--- config.mk ---
export PLATFORM = sky130hd
export DESIGN_NAME = bin_to_seg7_display
export DESIGN_NICKNAME = d
export VERILOG_FILES = /design/src/rtl/seg7_pkg.sv /design/src/rtl/seg7_glyph.sv /design/src/rtl/bin_to_seg7_display.sv
export SDC_FILE = /design/constraint.sdc
export NUM_CORES = 1
export LEC_CHECK = 0
export CAP_MARGIN = 20
export CORE_UTILIZATION = 57
export DETAILED_ROUTE_END_ITERATION = 12
export PLACE_DENSITY = 0.83
export SETUP_SLACK_MARGIN = 0.5
export SLEW_MARGIN = 20
export SYNTH_ARGS = -nofsm -noshare
export SYNTH_HDL_FRONTEND = slang
export SYNTH_HIERARCHICAL = 1
export SYNTH_SLANG_ARGS = --single-unit
--- constraint.sdc ---
create_clock -name clk -period 2.54 [get_ports clk]
set_input_delay 0.762 -clock clk [delete_from_list [all_inputs] [get_ports clk]]
set_output_delay 0.762 -clock clk [all_outputs]
set_load 0.02 [all_outputs]
--- src/rtl/seg7_pkg.sv ---
// seg7_pkg: glyph table, FSM states and decimal range helper for the 7-segment driver
package seg7_pkg;
  typedef enum logic [1:0] {IDLE, CONV, OUT} state_t;
  localparam logic [6:0] G_DASH = 7'b0111111;
  localparam logic [6:0] G_BLANK = 7'b1111111;
  // Entry n is the active-low GFEDCBA glyph for hex digit n (F listed first).
  localparam logic [15:0][6:0] GLYPHS = {
    7'b0001110, 7'b0000110, 7'b0100001, 7'b1000110, 7'b0000011, 7'b0001000,
    7'b0011000, 7'b0000000, 7'b1111000, 7'b0000010, 7'b0010010, 7'b0011001,
    7'b0110000, 7'b0100100, 7'b1111001, 7'b1000000};
  function automatic logic [63:0] max_dec(input int n);
    logic [63:0] r;
    r = 64'd1;
    for (int i = 0; i < n; i++) r = r * 64'd10;
    return r;
  endfunction
endpackage

--- src/rtl/seg7_glyph.sv ---
// seg7_glyph: one digit decoder
//   nib   - 4-bit digit value
//   blank - show all segments off
//   dash  - show "-" (takes priority over blank)
//   seg   - active-low GFEDCBA pattern
module seg7_glyph import seg7_pkg::*; (
  input  logic [3:0] nib,
  input  logic       blank,
  input  logic       dash,
  output logic [6:0] seg
);
  assign seg = dash ? G_DASH : blank ? G_BLANK : GLYPHS[nib];
endmodule

--- src/rtl/bin_to_seg7_display.sv ---
// bin_to_seg7_display: binary to N_DIG active-low 7-segment digits, decimal or hex
//   clk, rst_n         - clock, async active-low reset
//   start, value       - conversion request and operand (captured in IDLE)
//   mode, blank_lz     - 0 dec / 1 hex, leading-zero blanking (captured with value)
//   busy, done         - in-flight flag, one-cycle completion pulse
//   overflow, seg      - result did not fit, registered digit patterns (digit 0 in [6:0])
module bin_to_seg7_display import seg7_pkg::*; #(
  parameter int W_IN = 8,
  parameter int N_DIG = 3
) (
  input  logic               clk,
  input  logic               rst_n,
  input  logic               start,
  input  logic [W_IN-1:0]    value,
  input  logic               mode,
  input  logic               blank_lz,
  output logic               busy,
  output logic               done,
  output logic               overflow,
  output logic [7*N_DIG-1:0] seg
);
  localparam int BW = 4*N_DIG+4;
  localparam int CW = $clog2(W_IN+1);
  localparam logic [63:0] LIMIT = max_dec(N_DIG);
  state_t state, nxt;
  logic [CW-1:0] cnt;
  logic [W_IN-1:0] bin;
  logic [BW-1:0] bcd, adj;
  logic ovf_r, blz_r, seen;
  logic [N_DIG-1:0] blk;
  logic [7*N_DIG-1:0] seg_n;
  logic [63:0] val64;
  assign val64 = 64'(value);
  assign busy = state != IDLE;
  always_comb begin
    nxt = state == IDLE ? (start ? (mode ? OUT : CONV) : IDLE) :
          state == CONV ? (cnt == CW'(1) ? OUT : CONV) : IDLE;
  end
  always_comb begin
    adj = bcd;
    for (int i = 0; i < BW/4; i++) adj[4*i+:4] = bcd[4*i+:4] >= 4'd5 ? bcd[4*i+:4] + 4'd3 : bcd[4*i+:4];
  end
  // Digit i>0 blanks while every digit from i upward is zero; digit 0 always shows.
  always_comb begin
    blk = '0;
    seen = 1'b0;
    for (int i = N_DIG-1; i > 0; i--) begin
      seen = seen | (bcd[4*i+:4] != 4'd0);
      blk[i] = blz_r & ~seen & ~ovf_r;
    end
  end
  for (genvar d = 0; d < N_DIG; d++) begin : g_dig
    seg7_glyph u_glyph (.nib(bcd[4*d+:4]), .blank(blk[d]), .dash(ovf_r), .seg(seg_n[7*d+:7]));
  end
  always_ff @(posedge clk or negedge rst_n) begin
    if (!rst_n) begin
      state <= IDLE;
      cnt <= '0;
      bin <= '0;
      bcd <= '0;
      ovf_r <= 1'b0;
      blz_r <= 1'b0;
      done <= 1'b0;
      overflow <= 1'b0;
      seg <= '1;
    end else begin
      state <= nxt;
      done <= state == OUT;
      if (state == IDLE && start) begin
        cnt <= CW'(W_IN);
        bin <= value;
        bcd <= mode ? BW'(value) : '0;
        ovf_r <= mode ? (val64 >> (4*N_DIG)) != 64'd0 : val64 >= LIMIT;
        blz_r <= blank_lz;
      end else if (state == CONV) begin
        cnt <= cnt - CW'(1);
        {bcd, bin} <= {adj, bin} << 1;
      end else if (state == OUT) begin
        seg <= seg_n;
        overflow <= ovf_r;
      end
    end
  end
endmodule

Yosys cells after proc, flatten, opt, wreduce, memory -nomap -nowiden
Memory sizes are Yosys's and may differ from the RTL's.
Index checks and enable logic that the tools add are counted.
{ "classes": {"n_addsub": 5, "mul": 0, "n_div": 0, "order_cmp": 8, "eq_ne": 3, "shifts": 0, "muxes": 25, "bitwise": 10, "n_reduce_logical": 7} }
{ "ops": {"columns": ["operator", "count"], "rows": [
  ["two-way mux 7 bit", 8],
  ["two-way mux 16 bit", 2],
  ["two-way mux 8 bit", 3],
  ["two-way mux 4 bit", 5],
  [">= comparator 4 x 3 -> 1 bit, second input constant", 4],
  ["less-than comparator 4 x 5 -> 1 bit, second input constant", 3],
  ["adder 4 x 2 -> 4 bit, second input constant", 3],
  [">= comparator 8 x 10 -> 1 bit, second input constant", 1],
  ["two-way mux 2 bit", 5],
  ["nonzero test 4 bit", 2],
  ["inverter 1 bit", 5],
  ["bitwise AND 1 bit", 4],
  ["== test 4 x 1 -> 1 bit, second input constant", 1],
  ["nonzero test 2 bit", 2],
  ["subtractor 4 x 1 -> 4 bit, second input constant", 1],
  ["adder 3 x 2 -> 3 bit, second input constant", 1],
  ["two-way mux 3 bit", 1],
  ["AND reduction 3 bit", 1],
  ["== test 2 x 1 -> 1 bit, second input constant", 1],
  ["== test 2 bit, second input constant", 1],
  ["logical NOT 2 bit", 1],
  ["logical AND 1 bit", 1],
  ["two-way mux 1 bit", 1],
  ["OR 1 bit", 1]
]} }
{ "word_totals": {"reg_bits": 55, "latchBits": 0, "ram_bits": 0, "romBits": 336, "input_bits": 13, "output_inout_bits": 24, "n_memories": 3} }
{ "mem_list": {"columns": ["name", "words", "width", "rd", "rd_clocked_by_memory_dff", "write_ports", "line_no", "source"], "rows": [
  ["(no name shown)", 16, 7, 1, 0, 0, "seg7_glyph.sv:12", "assign seg = dash ? G_DASH : blank ? G_BLANK : GLYPHS[nib];"],
  ["(no name shown)", 16, 7, 1, 0, 0, "seg7_glyph.sv:12", null],
  ["(no name shown)", 16, 7, 1, 0, 0, "seg7_glyph.sv:12", null]
]} }

Longest topological paths before layout
{ "depth": {"word_depth": 7, "depth_mapped": 8} }

Cells and area by module
The synthesis kept the hierarchy.
{ "by_module_without_submodules": {"columns": ["module", "instances", "cells_per_inst", "area_per_inst_um2"], "rows": [
  ["bin_to_seg7_display", 1, 213, 2361.0],
  ["seg7_glyph", 3, 36, 299.0]
]} }

Worst setup path before layout
No wires, ideal clock.
{ "synth_path": {"path_kind": "reg2reg", "from": "register bcd[8]", "to": "register seg[12]", "t_arrival_ns": 1.790, "t_required_ns": 2.458, "slack_ns": 0.668, "stages_incl_launch_ff": 9, "path_buffers": 0, "cell_sequence": "dfrtp_1 > inv_1 > ha_1 > nor4bb_1 > and3_1 > nor2_1 > o31a_1 > o21ai_0 > mux2_2"} }
{ "synth_between": {"elab_chain_len": 7} }
{ "synth_lines": {"columns": ["element", "line_no", "source"], "rows": [
  ["start, declared", "bin_to_seg7_display.sv:28", "logic [BW-1:0] bcd, adj;"],
  ["start signal, assigned", "bin_to_seg7_display.sv:72", "bcd <= mode ? BW'(value) : '0;"],
  ["start signal, assigned", "bin_to_seg7_display.sv:77", "{bcd, bin} <= {adj, bin} << 1;"],
  ["nonzero test 4 bit", "bin_to_seg7_display.sv:48", "seen = seen | (bcd[4*i+:4] != 4'd0);"],
  ["OR 1 bit", "bin_to_seg7_display.sv:48", null],
  ["inverter 1 bit", "bin_to_seg7_display.sv:49", "blk[i] = blz_r & ~seen & ~ovf_r;"],
  ["bitwise AND 1 bit (2 in a row)", "bin_to_seg7_display.sv:49", null],
  ["named net blk[1]", "bin_to_seg7_display.sv:30", "logic [N_DIG-1:0] blk;"],
  ["two-way mux 7 bit (2 in a row)", "seg7_glyph.sv:12", null],
  ["named net seg_n[12]", "bin_to_seg7_display.sv:31", "logic [7*N_DIG-1:0] seg_n;"],
  ["end signal, assigned", "bin_to_seg7_display.sv:79", "seg <= seg_n;"],
  ["end, declared", "bin_to_seg7_display.sv:20", "output logic [7*N_DIG-1:0] seg"]
]} }
The timed path passes the listed nets, and every way through them passes these cells.
A chain may end at the register's enable or synchronous reset.

Final worst setup path
{ "layout_path": {"from": "register state[1]", "to": "output port busy"} }
{ "layout_between": {"elab_chain_len": 1} }
{ "layout_lines": {"columns": ["element", "line_no", "source"], "rows": [
  ["start, declared", "bin_to_seg7_display.sv:25", "state_t state, nxt;"],
  ["start signal, assigned", "bin_to_seg7_display.sv:67", "state <= nxt;"],
  ["nonzero test 2 bit", "bin_to_seg7_display.sv:34", "assign busy = state != IDLE;"],
  ["end, declared", "bin_to_seg7_display.sv:17", "output logic busy,"]
]} }
Every way passes these cells.

==> summary.md <==
| Metric | Value |
|---|---|
| Status | finished, final reports clean |
| Worst path buffer plus inverter count | 2 |
| Switching share of total power | 0.421 |
| Total negative setup slack | 0 ns |
| Final wirelength | 6130 µm |
| Die Height | 77.6 µm |
| Combinational group share of total power | 0.544 |
| Max stage delay on crit path | 0.43 ns |
| # clock sinks | 49 |
| Mean post-synth cell area | 10.1 µm² |
| Share of synthesized flip-flops with an asynchronous set or reset | 1.00 |
| Slack of the critical path | 0.543 ns |
| Synth warn | 6 |
| DRT Pass-1 Iters | 4 |
| Final period demand of the worst path | 2.00 ns |
| Maximum net fanout on the critical path | 3 |
| Fin. max-slew vios | 0 |
| Total area of multi-input combinational cells | 1850 µm² |
| DRT antenna net count | 0 |
| DRC violations left | 0 |
| Half-perimeter wire length of the detailed placement result | 4510 µm |
| Cell area power density | 1190 nW/µm² |
| Number of inserted filler cells in the final layout | 427 |
| Gate Count Post-Synth | 321 |
| Met1 routing resource usage after global routing | 0.299 |
| Distinct cell type count after synthesis | 42 |
| Die outline width | 77.6 µm |
| Vias in the first global route | 2326 |
| TritonCTS Buffers | 5 |
| Fraction of power consumed by sequential logic | 0.331 |
| Number of enable-type register cells in the synthesized netlist | 0 |
| Wire length of the first global-routing pass | 10800 µm |
| Number of buffers inserted to repair setup after CTS | 0 |
| Largest net degree at the start of global routing | 27 |
| Number of register bits inferred by synthesis | 49 |
| Final design instance area without fill | 3800 µm² |
| Floorplan die area | 6020 µm² |
| Routed wire length per instance | 14.0 µm |
| Worst hold-check slack | 0.445 ns |
| Final period utilization | 0.786 |
| Routing usage on met3 | 0.0459 |
| Max transition margin | 0.580 |
| Most used flip-flop cell after synthesis | dfrtp_1 |
| Floorplan row count | 27 |
| Arrival time at the worst endpoint | 1.23 ns |
| Final std cells w/o fill | 439 |
| Global-route usage over all layers | 0.224 |
| Fraction of final layout cells sized beyond drive strength 1 | 0.232 |
| Longest Clk Path Bufs | 2 |
| Initial DRC Count | 137 |
| Worst clock skew | 0.0111 ns |
| Setup CP Type | flop to output pin |
| Core Region | 5510 µm² |
| Vias post-DR | 2449 |
| Sequential share of the synthesized area | 0.384 |
| Required time at the worst-slack endpoint | 1.78 ns |
| Min-Delay Path Class | input pin to asynchronous set/reset pin |
| Cell count after placement | 431 |
| Insertion delay to the later sink of the worst-skew pair | 0.31 ns |
| Setup Slack @ Placement | 0.309 ns |
| Critical path startpoint category | flop |
| Routed vias/inst | 5.58 |
| Slew at the pin closest to its max-slew limit | 0.630 ns |
| Final setup violation count | 0 |
| Relative contribution of the clock network to total power | 0.125 |
| Total congestion overflow | 0 |
| Busiest metal layer after global routing | met2 |
| Highest Clock Rate | 501 MHz |
| Storage cell area | 1250 µm² |
| H-tree Lvls | 2 |
| Area growth from synthesis to layout | 16.8% |
| Ports placed on the boundary | 37 |
| Ant diodes | 0 |
| Port Buffers | 35 |
| Number of antenna violations at the first check in global routing | 0 |
| Global placer's final weighted congestion | 0.849 |
| Number of hold violations in the final report | 0 |
| Clock slew seen by the registers of the worst setup and hold paths | 0.10 ns |
| Library cell used as clock root buffer | clkbuf_8 |
| Internal power contribution | 2630 µW |
| Cell class contributing the biggest share of worst-path delay | flip-flops |
| Hold Buf Count CTS | 0 |
| Peak supply drop | 667 µV |
| Post-layout net count | 407 |
| Max stage delay cell, worst path | dfrtp_1 |
| Max-cap viol count | 0 |
| Crit path cell chain | nor2_4 -> inv_1 -> clkdlybuf4s15_1 |
| Effective utilization at floorplan | 0.592 |
| RSZ-0062 raised after global routing | false |
| Clock tree from TritonCTS | built |
| Placed standard-cell area | 3700 µm² |
| CP Capture Type | output pin |
| Cell area after synthesis | 3260 µm² |
| Total net switching power | 1920 µW |
| GRT met2 Usage | 0.361 |
| Static leakage | 0.00160 µW |
-- layer usage --
| layer | routed length (µm) | share of wire |
|---|---|---|
| met1 | 2900 | 0.47 |
| met2 | 2930 | 0.48 |
| met3 | 204 | 0.033 |
| met4 | 101 | 0.016 |
| met5 | 0 | 0 |
-- synthesized netlist by cell type, drive strengths merged (2+ instances only) --
| library cell | number | area, µm² |
|---|---|---|
| o311ai | 3 | 26.3 |
| a22oi | 6 | 45.0 |
| dfstp | 21 | 552 |
| buf | 14 | 120 |
| clkbuf | 4 | 16.3 |
| xor2 | 3 | 26.3 |
| a21oi | 13 | 65.1 |
| o22ai | 6 | 37.5 |
| o21ai | 24 | 120 |
| dfrtp | 28 | 701 |
| nor3 | 2 | 10.0 |
| nand2b | 10 | 62.6 |
| a221oi | 3 | 45.0 |
| o31a | 4 | 35.0 |
| or2b | 3 | 22.5 |
| nor2b | 3 | 21.3 |
| nor2 | 17 | 86.3 |
| mux2i | 7 | 70.1 |
| nand3 | 10 | 50.1 |
| xnor2 | 4 | 35.0 |
| a22o | 2 | 17.5 |
| inv | 19 | 71.3 |
| mux2 | 31 | 360 |
| ha | 28 | 350 |
| and3 | 3 | 18.8 |
| o211ai | 15 | 113 |
| a21boi | 3 | 22.5 |
| nand2 | 28 | 105 |
-- registers in the layout, indices dropped and copies added (netlist names) --
| signal | cells |
|---|---|
| cnt | 4 |
| blz_r | 1 |
| state | 2 |
| bcd | 12 |
| seg | 21 |
| done | 1 |
| bin | 8 |
-- area by class of cell --
| cell class | instances | share of cell area |
|---|---|---|
| clock buffers | 5 | 0.0181 |
| clock inverters | 3 | 0.0122 |
| inverters | 19 | 0.0187 |
| multi-input cells | 243 | 0.485 |
| flip-flops and latches | 49 | 0.329 |
| well taps | 72 | 0.0237 |
| repair buffers | 48 | 0.113 |
-- logic make-up (layout without fill, tap and decap cells) --
| family | Yosys count | after routing | synth area share |
|---|---|---|---|
| mux | 38 | 38 | 0.132 |
| other cells | 1 | 9 | 0.00115 |
| fa+ha+maj | 28 | 28 | 0.108 |
| xor+xnor | 7 | 7 | 0.0188 |
| flops | 49 | 49 | 0.384 |
| simple gates | 80 | 80 | 0.125 |
| buf+inv | 37 | 75 | 0.0637 |
| compound gates | 81 | 81 | 0.167 |
-- power by group through the flow --
stage                     Clock (µW)  Combinational, µW  Sequential [µW]
final                            570               2470             1500
after global routing             622               2730             1560
after CTS                        585               2470             1490
after detailed placement           0               2560             1520
after global placement             0               2490             1500
after floorplan                    0               1700             1660
-- path summary, 6_finish.rpt --
path	from	endpoint	slack [ns]	cells after the start
max	state[1]	busy	0.54	3
min	rst_n	bcd[1]	0.44	1
max reg2reg	bcd[9]	seg[12]	0.64	9
min reg2reg	bin[4]	bin[4]	0.49	2
max in group asynchronous	rst_n	seg[10]	1.48	2
min in group clk	bin[4]	bin[4]	0.49	2
-- through the flow --
stage                     utilization  total power, µW
after global placement          0.672             3990
after detailed placement        0.672             4080
final                           0.691             4540
after CTS                       0.689             4550
after global routing            0.691             4920
after floorplan                     -             3360
-- cell usage in the layout (no fill, tap or decap), drive strengths merged, types with 5 or more instances in the layout --
master / netlist / layout
mux2: 31 / 31
nand2: 28 / 28
ha: 28 / 28
dfrtp: 28 / 28
o21ai: 24 / 24
dlygate4sd2: 0 / 21
dfstp: 21 / 21
inv: 19 / 19
nor2: 17 / 17
o211ai: 15 / 15
buf: 14 / 14
a21oi: 13 / 13
clkdlybuf4s50: 0 / 12
nand2b: 10 / 10
nand3: 10 / 10
conb: 1 / 9
mux2i: 7 / 7
o22ai: 6 / 6
a22oi: 6 / 6
clkbuf: 4 / 5
-- repair_timing --
item | in CTS | in global routing
endpoints found under the hold margin | 0 | 0
setup endpoints to repair | 24 | 5
resized for setup | 24 | 4
Power figures use the tool's default switching activity.
